File: config.mk
export PLATFORM = sky130hd
export DESIGN_NAME = scp_port_bridge
export DESIGN_NICKNAME = d
export VERILOG_FILES = /design/src/rtl/scp_pkg.sv /design/src/rtl/scp_port_fifo.sv /design/src/rtl/scp_port_bridge.sv
export SDC_FILE = /design/constraint.sdc
export NUM_CORES = 1
export LEC_CHECK = 0
export CAP_MARGIN = 25
export CORE_MARGIN = 2
export CORE_UTILIZATION = 45
export DETAILED_ROUTE_END_ITERATION = 10
export PLACE_DENSITY_LB_ADDON = 0.05
export SLEW_MARGIN = 20
export SYNTH_ARGS = -nofsm -noshare
export SYNTH_HDL_FRONTEND = slang
export SYNTH_SLANG_ARGS = --single-unit
File: constraint.sdc
create_clock -name clk -period 4.2 [get_ports clk]
set_clock_uncertainty 0.2 [all_clocks]
set_input_delay 0.84 -clock clk [delete_from_list [all_inputs] [get_ports clk]]
set_output_delay 0.84 -clock clk [all_outputs]
set_load 0.05 [all_outputs]
File: src/rtl/scp_pkg.sv
// scp_pkg: shared definitions for the scp processor and its port peripherals.
//   SCP_DATA_W  : width of an scp I/O port byte.
//   port_byte_t : one port byte.
package scp_pkg;
    localparam int SCP_DATA_W = 8;
    typedef logic [SCP_DATA_W-1:0] port_byte_t;
endpackage

File: src/rtl/scp_port_fifo.sv
// scp_port_fifo: generic synchronous FIFO with occupancy count.
//   clk, rst      : clock (rising edge), asynchronous active-high reset
//   push, wr_data : write request and data
//   pop           : read request; rd_data shows the head entry
//   full, empty   : count == DEPTH / count == 0
//   count         : current occupancy
// Storage is not reset; only pointers and count are.
module scp_port_fifo
    import scp_pkg::*;
#(
    parameter int DATA_W = SCP_DATA_W,
    parameter int DEPTH  = 8,
    parameter int CNT_W  = $clog2(DEPTH) + 1
) (
    input  logic              clk,
    input  logic              rst,
    input  logic              push,
    input  logic [DATA_W-1:0] wr_data,
    input  logic              pop,
    output logic [DATA_W-1:0] rd_data,
    output logic              full,
    output logic              empty,
    output logic [CNT_W-1:0]  count
);
    localparam int PTR_W = $clog2(DEPTH);

    logic [DATA_W-1:0] mem [DEPTH];
    logic [PTR_W-1:0]  wr_ptr_q, wr_ptr_d;
    logic [PTR_W-1:0]  rd_ptr_q, rd_ptr_d;
    logic [CNT_W-1:0]  count_q, count_d;
    logic              do_push, do_pop;

    assign full    = (count_q == CNT_W'(DEPTH));
    assign empty   = (count_q == '0);
    assign count   = count_q;
    assign rd_data = mem[rd_ptr_q];

    // Guard against callers popping empty or pushing full without a pop.
    assign do_pop  = pop & ~empty;
    assign do_push = push & (~full | do_pop);

    always_comb begin
        wr_ptr_d = wr_ptr_q;
        rd_ptr_d = rd_ptr_q;
        count_d  = count_q;
        // Pointers are DEPTH-modulo: the truncating add wraps silently.
        if (do_push) wr_ptr_d = wr_ptr_q + PTR_W'(1);
        if (do_pop)  rd_ptr_d = rd_ptr_q + PTR_W'(1);
        case ({do_push, do_pop})
            2'b10:   count_d = count_q + CNT_W'(1);
            2'b01:   count_d = count_q - CNT_W'(1);
            default: count_d = count_q;
        endcase
    end

    always_ff @(posedge clk or posedge rst) begin
        if (rst) begin
            wr_ptr_q <= '0;
            rd_ptr_q <= '0;
            count_q  <= '0;
        end else begin
            wr_ptr_q <= wr_ptr_d;
            rd_ptr_q <= rd_ptr_d;
            count_q  <= count_d;
        end
    end

    always_ff @(posedge clk) begin
        if (do_push) mem[wr_ptr_q] <= wr_data;
    end
endmodule

File: src/rtl/scp_port_bridge.sv
// scp_port_bridge: responder for the scp output port (and optionally input port).
// Every OUT byte is queued in a FIFO and drained over a valid/ready stream.
// The processor is never stalled: a byte written while full (and no pop on the
// same edge) is dropped and the sticky overflow flag is set.
//   clk, rst             : clock, asynchronous active-high reset
//   out_write, out_data  : scp outWrite / toOutputPort
//   tx_valid/data/ready  : stream to the external sink
//   ovf_clr, overflow    : clear / sticky dropped-byte flag
//   full, empty, count   : FIFO status
//   rx_valid/data/ready  : external byte source for the input port
//   in_data              : scp fromInputPort
// Build option SCP_PORT_IN_LATCH_EN: when defined, rx bytes are captured in a
// one-deep holding register (two-cycle accept rate); otherwise in_data follows
// rx_data combinationally and rx_ready is tied high.
module scp_port_bridge
    import scp_pkg::*;
#(
    parameter int DATA_W = SCP_DATA_W,
    parameter int DEPTH  = 8,
    parameter int CNT_W  = $clog2(DEPTH) + 1
) (
    input  logic              clk,
    input  logic              rst,
    input  logic              out_write,
    input  logic [DATA_W-1:0] out_data,
    output logic              tx_valid,
    output logic [DATA_W-1:0] tx_data,
    input  logic              tx_ready,
    input  logic              ovf_clr,
    output logic              full,
    output logic              empty,
    output logic [CNT_W-1:0]  count,
    output logic              overflow,
    input  logic              rx_valid,
    input  logic [DATA_W-1:0] rx_data,
    output logic              rx_ready,
    output logic [DATA_W-1:0] in_data
);
    logic push, pop, drop;
    logic overflow_q, overflow_d;

    scp_port_fifo #(
        .DATA_W (DATA_W),
        .DEPTH  (DEPTH),
        .CNT_W  (CNT_W)
    ) u_fifo (
        .clk     (clk),
        .rst     (rst),
        .push    (push),
        .wr_data (out_data),
        .pop     (pop),
        .rd_data (tx_data),
        .full    (full),
        .empty   (empty),
        .count   (count)
    );

    // tx_valid derives from the registered count, so there is no
    // combinational path from out_write to the sink.
    assign tx_valid = ~empty;
    assign pop      = tx_valid & tx_ready;
    assign push     = out_write & (~full | pop);
    assign drop     = out_write & full & ~pop;
    assign overflow = overflow_q;

    always_comb begin
        overflow_d = overflow_q;
        // A drop on the same edge as ovf_clr must not be lost.
        if (drop)         overflow_d = 1'b1;
        else if (ovf_clr) overflow_d = 1'b0;
    end

    always_ff @(posedge clk or posedge rst) begin
        if (rst) overflow_q <= 1'b0;
        else     overflow_q <= overflow_d;
    end

`ifdef SCP_PORT_IN_LATCH_EN
    logic [DATA_W-1:0] in_data_q, in_data_d;
    logic              rx_ready_q, rx_ready_d;

    always_comb begin
        in_data_d  = in_data_q;
        rx_ready_d = 1'b1;
        if (rx_valid & rx_ready_q) begin
            in_data_d  = rx_data;
            rx_ready_d = 1'b0;
        end
    end

    always_ff @(posedge clk or posedge rst) begin
        if (rst) begin
            in_data_q  <= '0;
            rx_ready_q <= 1'b1;
        end else begin
            in_data_q  <= in_data_d;
            rx_ready_q <= rx_ready_d;
        end
    end

    assign in_data  = in_data_q;
    assign rx_ready = rx_ready_q;
`else
    logic unused_rx_valid;
    assign unused_rx_valid = rx_valid;
    assign in_data         = rx_data;
    assign rx_ready        = 1'b1;
`endif
endmodule

Word level (Yosys, flattened, before mapping) --
Memories as Yosys holds them, arrays and structs flattened. Cells that the tools add are included. Widths: inputs -> output; s select.
Operators by class: add/sub/neg operators 4, equal/unequal tests 3, reduce and logical (&&, ||, !) cells 3, mux-type cells 5, bitwise gates (word level) 11
Operators by type and width (count):
- $pmux 4 s2 | 1
- $add 3x1->3 const B | 2
- $and 1x1->1 | 6
- $add 4x1->4 const B | 1
- $eq 4x4->1 const B | 1
- $logic_not 4->1 | 1
- $mux 1 | 4
- $reduce_bool 2->1 | 2
- $sub 4x1->4 const B | 1
- $not 1->1 | 3
- $eq 2x1->1 const B | 1
- $eq 2x2->1 const B | 1
- $or 1x1->1 | 2
Storage, ports and cells: logic and storage cells 31, RAM bits 64, output and inout bits 25, input port bits 22, bits in registers 11, memories kept 1
Memory list:
- u_fifo.mem | words 8, bits a word 8, rd ports 1, clocked after Yosys merged registers in 0, write ports 1, line scp_port_fifo.sv:27 | logic [DATA_W-1:0] mem [DEPTH];

Longest topological paths before layout --
depth in word-level cells 8, gate-level depth with buffers 10, depth with buffers taken out 9

Hierarchy --
From an unflattened synthesis, not the netlist that was laid out.
Second synthesis, totals: cell total of the unflattened synthesis 184, area, all modules 3278.1 µm²
By module, submodules not included:
- scp_port_fifo | times used 1, area each 3135.5 µm², sequential area each 2172.1 µm², cells each 165
- scp_port_bridge | times used 1, area each 142.6 µm², sequential area each 25.0 µm², cells each 19

Worst setup path after synthesis --
OpenSTA, ideal clock, no wires.
kind flip-flop to flip-flop, start register u_fifo.count_q[1], in the netlist u_fifo.count[1], end register u_fifo.count_q[3], in the netlist u_fifo.count[3], slack 0.695 ns, stages on the path, launching flop included 10, setup time 0.090 ns, arrival time 3.215 ns, path buffers 2, clock period less this slack 3.505 ns, required time 3.910 ns, cells stage by stage dfrtp_1 -> buf_6 -> or4_2 -> nand2_1 -> inv_1 -> ha_1 -> clkbuf_1 -> or4b_2 -> a21o_1 -> o221ai_1
On the way: cells in the longest elaborated chain, start to end 8, elaborated cells between the ends (all ways) 16, classes of those cells add/sub (2); eq/ne (3); mux (1); bitwise (8); reduce/logical (2)
RTL lines:
- start, declared | line scp_port_fifo.sv:30 | logic [CNT_W-1:0] count_q, count_d;
- start signal, assigned | line scp_port_fifo.sv:64 | count_q <= count_d;
- $logic_not 4->1 * | line scp_port_fifo.sv:34 | assign empty = (count_q == '0);
- $not 1->1 * | line scp_port_bridge.sv:60 | assign tx_valid = ~empty;
- named net tx_valid | line scp_port_bridge.sv:26 | output logic tx_valid,
- $and 1x1->1 | line scp_port_bridge.sv:61 | assign pop = tx_valid & tx_ready;
- $and 1x1->1 * | line scp_port_fifo.sv:39 | assign do_pop = pop & ~empty;
- named net u_fifo.do_pop | line scp_port_fifo.sv:31 | logic do_push, do_pop;
- $or 1x1->1 | line scp_port_fifo.sv:40 | assign do_push = push & (~full | do_pop);
- $and 1x1->1 | line scp_port_fifo.sv:40
- $eq 2x1->1 or $eq 2x2->1 (tied branches) | line scp_port_fifo.sv:49 | case ({do_push, do_pop})
- $pmux 4 s2 or $reduce_bool 2->1 (tied branches)
The timed path passes the listed nets; every way through them passes the cells marked *. A chain may end at the register's enable or synchronous reset.

Worst setup path after layout --
start register u_fifo.rd_ptr_q[0], end output port tx_data[2]
On the way: cells in the longest elaborated chain, start to end 1
RTL lines:
- start, declared | line scp_port_fifo.sv:29 | logic [PTR_W-1:0] rd_ptr_q, rd_ptr_d;
- start signal, assigned | line scp_port_fifo.sv:63 | rd_ptr_q <= rd_ptr_d;
- $mem_v2 8x8
- end, declared | line scp_port_bridge.sv:27 | output logic [DATA_W-1:0] tx_data,
Every way passes these cells.

==> impl_metrics.csv <==
group,metric,value,unit
global_routing,grt_first_pass_wirelength,8.76,mm
setup_path,cp_num_buf_inv,2,
floorplan,die_h,88.1,um
logic_synthesis,yosysMostFrequentCell,"edfxtp_1",
layout,fill_cells,560,
setup_path,r2r_cells,6,
routing,vias,1585,
setup_path,crit_path_start_kind,"flop",
setup_path,slowest_delay,0.70,ns
sta,clock.fmax,270,MHz
sta,hold_viol,0,
global_routing,met3_usage,4.52,%
setup_path,crit_chain,"buf_12 > mux4_2 > mux2_2 > clkdlybuf4s50_1",
sta,period_share,88.2,%
routing,wl_per_cell,18.8,um
pwr,switching_share,35.4,%
logic_synthesis,synth.top_cell.area_share,60.4,%
clock_network,ctsResizeCount,0,
global_routing,grt_pass1_vias,1626,
logic_synthesis,yosys-top-cells-count,"edfxtp_1, mux4_2, dfrtp_1",
setup_path,critical-path-slowest-cell,"clkdlybuf4s50_1",
sta,drv_slew,0,
clock_network,clk_pin_slew,0.08,ns
setup_path,path_class,"reg2out",
pwr,intPower,1940,uW
global_routing,met1_usage,21.1,%
routing,firstDrtPassIters,4,
logic_synthesis,synth_ff_type,"edfxtp_1",
logic_synthesis,synthCells,172,
global_routing,grt_max_degree,19,
logic_synthesis,ys_ff_latch,75,
pwr,power_switching,1060,uW
placement,io_buffers,28,
run_status,status,"finished, final reports clean",
pwr,finalPower,3010,uW
pwr,combPwrFrac,38.5,%
global_routing,gr-max-usage-layer,"met2",
routing,drc,0,
pwr,power.share.clock,24.2,%
placement,gp_congestion,0.770,
clock_network,clock_path_buffers,2,
setup_path,critPathArrivalTime,2.67,ns
clock_network,htreeDepth,3,
sta,rsz0062_at_grt,"false",
logic_synthesis,syn_area,3180,um2
placement,place_inst,288,
routing,final_antenna_net_count,0,
hold_path,min_path_type,"reg2reg",
sta,setup_tns,0,ns
logic_synthesis,seq_area_frac_synth,69.0,%
logic_synthesis,syn_nets,199,
layout,antennaDiodeCount,0,
placement,postPlaceCellArea,3550,um2
layout,syn2layout_area_growth,20.0,%
logic_synthesis,async_flop_share,14.7,%
sta,setup_viol_count_final,0,
clock_network,clock-root-buffer,"clkbuf_8",
clock_network,clkLatencyLatePin,0.34,ns
placement,dp_hpwl,3.70,mm
sta,max-slew-margin-rel,47.3,%
sta,period_minus_slack,3.71,ns
clock_network,numCtsBuffers,9,
pwr,cellPowerDensity,787,nW/um2
pwr,irDropWorstVdd,0.354,mV
routing,wl,5.73,mm
clock_network,postCtsSetupBuffers,0,
layout,final_area,3820,um2
pwr,seqPwrFrac,37.3,%
clock_network,cts_tree,"built",
logic_synthesis,synthTopCellsByArea,"edfxtp_1, mux4_2, dfrtp_1",
floorplan,rows,30,
sta,worst_pin_slew,0.790,ns
setup_path,cp.depth,4,
hold_path,min_path_cells,2,
global_routing,grt_antenna_before_repair,0,
setup_path,setup.worst_path.end_class,"output port",
pwr,power_leakage,0.00132,uW
floorplan,start_util,46.6,%
layout,drive_above_1_share,26.9,%
floorplan,die_w,88.1,um
clock_network,hold_buffers,0,
logic_synthesis,synth_area_per_cell,18.5,um2
layout,nNetsFinal,230,
clock_network,clock-sinks,75,
layout,fin_util,55.9,%
global_routing,use_met2,26.2,%
logic_synthesis,yosysTopAreaCell,"edfxtp_1",
setup_path,path_max_fanout,12,
logic_synthesis,synth_edf_count,64,
floorplan,ioPinCount,47,
layout,instances_no_fill,304,
logic_synthesis,ys_warn_count,0,
setup_path,cp.required,3.16,ns
global_routing,track_usage,16.4,%
routing,drtIter0Drc,61,
setup_path,cp_top_family,"buffers and inverters",
global_routing,grt_overflow_total,0,
floorplan,fp.coreArea,6830,um2
routing,viasPerCell,5.21,
logic_synthesis,synth.distinct_cells,39,
flow_run,maxCapViolCount,0,
floorplan,fp.dieArea,7760,um2
-- power groups by stage --
stage	logic (uW)	registers (uW)	clock network (uW)
finish	1160	1120	729
global route	1220	1150	776
CTS	1170	1130	746
detailed placement	1170	1140	0
global placement	1150	1130	0
floorplan	857	1110	0
-- routing by layer --
metal  vias up  share of wire, %
met5         -                 0
met4         0               2.0
met3        12               4.0
met2        45                50
met1       797                44
li1        731                 -
-- metrics by stage --
step / setup WS (ns) / hold slack, ns
after floorplan: 0.695 / 0.320
after global placement: 0.767 / 0.327
after detailed placement: 0.705 / 0.344
after CTS: 0.434 / 0.364
after global routing: 0.371 / 0.397
final: 0.494 / 0.350
-- placed cells by master, fill, tap and decap left out, types with 2 or more instances in the layout --
master / count
xnor2_1: 6
nand2b_1: 2
dfrtp_1: 11
o211ai_1: 2
mux4_2: 16
buf_4: 8
mux2_2: 9
nand2_1: 2
nor2_1: 4
edfxtp_1: 64
clkdlybuf4s50_1: 28
inv_1: 8
nor3_1: 4
clkbuf_8: 9
inv_6: 2
bufinv_16: 4
ha_1: 5
-- final timing paths --
check	to	from	slack, ns
max in group asynchronous	u_fifo.rd_ptr_q[0]	rst	2.85
min	overflow	overflow	0.35
max reg2reg	u_fifo.count[3]	u_fifo.count[0]	1.04
max	tx_data[2]	u_fifo.rd_ptr_q[0]	0.49
min in group asynchronous	u_fifo.count[3]	rst	0.61
min reg2reg	overflow	overflow	0.35
-- flip-flops by register name (all words and copies together), names as in the netlist --
| register | flops |
|---|---|
| u_fifo.mem | 64 |
| u_fifo.wr_ptr_q | 3 |
| u_fifo.count | 4 |
| overflow | 1 |
| u_fifo.rd_ptr_q | 3 |
-- cell families (layout without fill, tap and decap cells) --
| kind of cell | Yosys count | in the layout | synth area share, % |
|---|---|---|---|
| adders and majority gates | 5 | 5 | 1.97 |
| xor gates and xnor gates | 7 | 7 | 1.93 |
| and+or+nand+nor | 21 | 21 | 4.05 |
| buffers and inverters | 25 | 61 | 4.56 |
| DFF | 75 | 75 | 69.0 |
| muxes | 28 | 28 | 15.6 |
| AOI/OAI and AO/OA | 10 | 10 | 2.71 |
| other | 1 | 1 | 0.118 |
-- area by class of cell --
class	count	area [um2]	area share, %
Clock inverter	7	146	3.83
Timing Repair Buffer	37	360	9.44
Clock buffer	9	124	3.24
Sequential cell	75	2200	57.5
Inverter	8	30.0	0.786
Tap cell	96	120	3.15
Multi-Input combinational cell	72	841	22.0
-- tightest hold or removal path, cell delays in order (launching register included) --
cell and delay [ns]:
dfrtp_1 0.39, inv_1 0.05, o32ai_1 0.07
(Power assumes the default switching activity.)
